==> src/rtl/led_pattern_sequencer.sv <==
// LED pattern sequencer: steps an 8-bit LED register through RUN, BOUNCE, COUNT and BLINK
// patterns at a prescaled rate; a rising edge on switch advances to the next pattern.
module led_pattern_sequencer #(
  parameter int unsigned TICK_DIV = 4
) (
  input  logic       clk,
  input  logic       rst,
  input  logic       enable,
  input  logic       switch,
  output logic [7:0] led,
  output logic [1:0] mode,
  output logic       tick
);

  typedef enum logic [1:0] {
    ModeRun    = 2'd0,
    ModeBounce = 2'd1,
    ModeCount  = 2'd2,
    ModeBlink  = 2'd3
  } mode_e;

  localparam int unsigned PrescW = (TICK_DIV > 1) ? $clog2(TICK_DIV) : 1;
  localparam logic [PrescW-1:0] PrescMax = PrescW'(TICK_DIV - 1);

  logic              sw_q;
  logic [PrescW-1:0] presc_q;
  mode_e             mode_q;
  logic [7:0]        led_q;
  logic              dir_right_q;
  logic              tick_q;

  logic sw_rise;
  logic step_now;
  logic led_onehot;

  assign sw_rise    = switch & ~sw_q & enable;
  assign step_now   = enable & (presc_q == PrescMax);
  assign led_onehot = (led_q != 8'h00) && ((led_q & (led_q - 8'h01)) == 8'h00);

  always_ff @(posedge clk or negedge rst) begin
    if (!rst) begin
      sw_q        <= 1'b0;
      presc_q     <= '0;
      mode_q      <= ModeRun;
      led_q       <= 8'h01;
      dir_right_q <= 1'b0;
      tick_q      <= 1'b0;
    end else begin
      sw_q <= switch;
      if (!enable) begin
        tick_q <= 1'b0;
      end else if (sw_rise) begin
        // A mode change overrides any step due this cycle and restarts the step phase.
        presc_q     <= '0;
        tick_q      <= 1'b0;
        dir_right_q <= 1'b0;
        unique case (mode_q)
          ModeRun: begin
            mode_q <= ModeBounce;
            led_q  <= 8'h01;
          end
          ModeBounce: begin
            mode_q <= ModeCount;
            led_q  <= 8'h00;
          end
          ModeCount: begin
            mode_q <= ModeBlink;
            led_q  <= 8'hFF;
          end
          ModeBlink: begin
            mode_q <= ModeRun;
            led_q  <= 8'h01;
          end
          default: begin
            mode_q <= ModeRun;
            led_q  <= 8'h01;
          end
        endcase
      end else begin
        tick_q  <= step_now;
        presc_q <= step_now ? '0 : presc_q + PrescW'(1);
        if (step_now) begin
          unique case (mode_q)
            ModeRun: led_q <= {led_q[6:0], led_q[7]};
            ModeBounce: begin
              if (!led_onehot) begin
                led_q       <= 8'h01;
                dir_right_q <= 1'b0;
              end else if (!dir_right_q) begin
                // Turn around as the end LED is reached so each end shows exactly once.
                if (led_q[7]) begin
                  led_q       <= led_q >> 1;
                  dir_right_q <= 1'b1;
                end else begin
                  led_q <= led_q << 1;
                  if (led_q[6]) dir_right_q <= 1'b1;
                end
              end else begin
                if (led_q[0]) begin
                  led_q       <= led_q << 1;
                  dir_right_q <= 1'b0;
                end else begin
                  led_q <= led_q >> 1;
                  if (led_q[1]) dir_right_q <= 1'b0;
                end
              end
            end
            ModeCount: led_q <= led_q + 8'd1;
            ModeBlink: led_q <= ~led_q;
            default:   led_q <= 8'h01;
          endcase
        end
      end
    end
  end

  assign led  = led_q;
  assign mode = mode_q;
  assign tick = tick_q;

endmodule

==> config.mk <==
export PLATFORM = sky130hd
export DESIGN_NAME = led_pattern_sequencer
export DESIGN_NICKNAME = d
export VERILOG_FILES = /design/src/rtl/led_pattern_sequencer.sv
export SDC_FILE = /design/constraint.sdc
export NUM_CORES = 1
export LEC_CHECK = 0
export CORE_MARGIN = 2
export CORE_UTILIZATION = 50
export CTS_CLUSTER_DIAMETER = 150
export CTS_CLUSTER_SIZE = 12
export DETAILED_ROUTE_END_ITERATION = 16
export PLACE_DENSITY = 0.74
export SLEW_MARGIN = 10
export SYNTH_ARGS = -nofsm -noshare
export SYNTH_HDL_FRONTEND = slang
export SYNTH_SLANG_ARGS = --single-unit
==> constraint.sdc <==
create_clock -name clk -period 2.3 [get_ports clk]
set_input_delay 0.69 -clock clk [delete_from_list [all_inputs] [get_ports clk]]
set_output_delay 0.69 -clock clk [all_outputs]
set_load 0.02 [all_outputs]
==> metrics.md <==
| Metric | Value |
|---|---|
| Final wirelength | `roughly 3400 um` |
| # IOs | `15` |
| Fin area | `0.00159 mm2` |
| TritonCTS Buffers | `3` |
| Pins Over Slew Limit | `0` |
| Initial antenna violation count | `0` |
| Crit path DAT | `2.47 ns` |
| Starting Density | `0.537` |
| Worst setup margin | `0.0517 ns` |
| PD cells | `1430 mW/mm2` |
| GP Congestion | `0.844` |
| Die height | `55.8 um` |
| Root Driver | `clkbuf_4` |
| Top post-synthesis cells by area | `dfrtp_1, ha_1, nand2_1` |
| Fraction of synthesized area in multiplexers | `0.0168` |
| Most frequent cell after synthesis | `nand2_1` |
| Vias | `about 1,300` |
| Clock Pin Slew Worst Setup and Hold Paths | `0.10 ns` |
| Min Tclk post-route | `2.25 ns` |
| Reg-to-Reg Start | `led[4]` |
| Antenna cell count | `0` |
| DRT antenna net count | `0` |
| Crit path max-delay cell type | `or4_4` |
| # rows | `18` |
| Min-delay src | `presc_q[0]` |
| Worst-Skew Late Latency | `0.29 ns` |
| Number of flops mapped to enable cells by yosys | `0` |
| CP delay by family, top | `simple AND/OR/NAND/NOR gates` |
| Fillers | `214` |
| Pin count of the biggest net entering global routing | `16` |
| Tcrit/Tclk final | `0.978` |
| Hold_buf cts | `0` |
| Placement Cell Area | `0.00155 mm2` |
| IO Port Bufs | `14` |
| Core area | `0.00250 mm2` |
| Setup crit start | `led[4]` |
| Peak Freq | `445 MHz` |
| GRT overflow | `0` |
| Worst path cell trace | `or4_4 > or4_4 > a311oi_4 > nand3_4 > o211ai_2` |
| Critical path type | `reg -> reg` |
| Routed vias/inst | `between 6 and 7` |
| Post-synth top area cell | `dfrtp_1` |
| Ys async rst share | `1.00` |
| Avg WL per Cell | `16.6 um` |
| XOR/XNOR Fraction of Synth Area | `0.0196` |
| Ys flop type | `dfrtp_1` |
| Cells after Synth | `155` |
| Synth Cell Area | `0.00134 mm2` |
| Compound-Gate Fraction of Synth Area | `0.306` |
| Sink Count | `15` |
| Crit path launch type | `register` |
| Synth Area in Adders | `0.0840` |
| Area Overhead vs Synth | `18.6%` |
| Buf/Inv on CP | `0` |
| Syn Area/Cell | `between 8 and 9 um2` |
| Setup violations, final | `0` |
| First-pass detailed-route iteration total | `4` |
| Fraction of the mapped netlist area in simple logic gates | `0.212` |
| Vias in the first global route | `~1,300` |
| DRC viols | `0` |
| Die Width | `55.8 um` |
| Max incr delay on CP | `0.54 ns` |
| Area fraction of the dominant cell type after synthesis | `0.261` |
| H-tree depth | `1` |
| Yosys warning count | `0` |
| Die Footprint | `0.00311 mm2` |
| HP Class | `reg -> reg` |
| Max Cap Viol | `0` |
| Fin util | `0.636` |
| First-pass GRT wire length | `5850 um` |
| Commonest cells post-synth | `nand2_1, dfrtp_1, ha_1` |
| Detail Placement HPWL | `2570 um` |
| Fraction of layout cells with a size suffix above 1 | `0.192` |
| WP data required | `2.52 ns` |
| Sequential area share after synthesis | `0.281` |
| Maximum vdd ir drop | `852 uV` |
| CTS Buffer Depth | `2` |
| Run status | `complete, no violations` |
| Clock Skews | `0.00553 ns` |
| Post-Syn Nets | `168` |
| Least-Margin Pin Slew | `0.538 ns` |
| Fin nets | `around 190` |
| Hold Vio Cnt, Final | `0` |
| Slew margin rel. | `0.642` |
| Most used cell, CP | `or4_4` |
| Iteration-0 DRC Markers | `between 80 and 90` |
| Unique masters post-synth | `51` |
| Tot GR Track Use | `0.234` |
| Main combinational cell family by area after synthesis | `compound AO/OA/AOI/OAI gates` |
| Crit path max fanout | `7` |
| Pre-CTS setup slack | `0.0537 ns` |
| Crit. End Element | `register` |
| Lkg Pwr | `0.644 nW` |
| CTS tree | `done` |
| Synth Register Bits | `15` |
through the flow:
step	hold WS, ns	TNS [ns]	power [mW]	cells
2_1_floorplan	0.394	0	1.58	155
3_3_place_gp	0.522	0	2.01	202
3_5_place_dp	0.537	0	2.06	202
4_1_cts	0.558	0	2.22	206
5_1_grt	0.576	-0.0567	2.46	207
6_report	0.558	0	2.28	207
layout by cell type (no fill, tap or decap), types with 3 or more instances in the layout:
cell,synthesis,layout
nand3_1,3,3
nand4_1,3,3
clkdlybuf4s50_1,0,14
o21a_1,3,3
nor2_1,8,8
o22ai_1,7,7
nor3_1,4,4
dfrtp_1,14,14
inv_1,7,7
o21ai_1,6,6
ha_1,9,8
clkbuf_4,0,3
o221ai_1,3,3
a221oi_1,5,5
a21oi_1,7,7
nand2_1,16,16
buf_4,2,16
o21ai_0,5,5
worst register-to-register path, cell delays in order (launching register included):
cell	delay, ns
dfrtp_1	0.39
or4_4	0.54
or4_4	0.51
a311oi_4	0.40
nand3_4	0.17
o211ai_2	0.19
layout make-up:
cell class | count | area (um2) | share of cell area
multi-input combinational | 120 | 858 | 0.540
inverter | 8 | 30.0 | 0.0189
clock inverter | 1 | 5.00 | 0.00315
sequential | 15 | 377 | 0.237
timing repair buffer | 30 | 260 | 0.164
clock buffer | 3 | 22.5 | 0.0142
tap | 30 | 37.5 | 0.0236
cells by family (layout without fill, tap and decap cells):
logic type | after synthesis | in the layout
buffers and inverters | 20 | 42
AND/OR/NAND/NOR | 51 | 51
adder cells (fa/ha/maj) | 9 | 9
XOR/XNOR | 3 | 3
multiplexers | 2 | 2
flip-flops | 15 | 15
AO/OA/AOI/OAI | 55 | 55
what timing repair did:
action / CTS / global route
buffers inserted: 0 / 1
setup endpoints to repair: 0 / 7
gates resized for setup: 0 / 1
sequential cells by signal, indices dropped and copies added, names as in the netlist:
name and count:
led 8, mode 2, presc_q 2, dir_right_q 1
sw_q 1, tick 1
power breakdown:
group | leakage [nW] | total (mW) | switching, mW | internal (mW)
clock | 0.0177 | 0.157 | 0.0917 | 0.0648
sequential | 0.190 | 0.507 | 0.140 | 0.367
combinational | 0.437 | 1.61 | 0.873 | 0.741
routing by layer:
| metal | part of all wire | vias up | GRT usage |
|---|---|---|---|
| li1 | - | 628 | - |
| met1 | 0.40 | 633 | 0.300 |
| met2 | 0.53 | 44 | 0.389 |
| met3 | 0.052 | 7 | 0.0279 |
| met4 | 0.019 | 0 | 0.111 |
| met5 | 0 | - | 0 |
worst paths after layout:
check                           slack (ns)  depth (start not counted)         end
worst min register to register        0.56                          1  presc_q[0]
worst max-delay path                  0.05                          5      led[5]
worst max register to register        0.05                          5      led[5]
max in group asynchronous             1.19                          2      led[1]
worst min-delay path                  0.56                          1  presc_q[0]
min in group asynchronous             0.66                          1        sw_q
No activity file was read; power rests on OpenSTA's default activity.
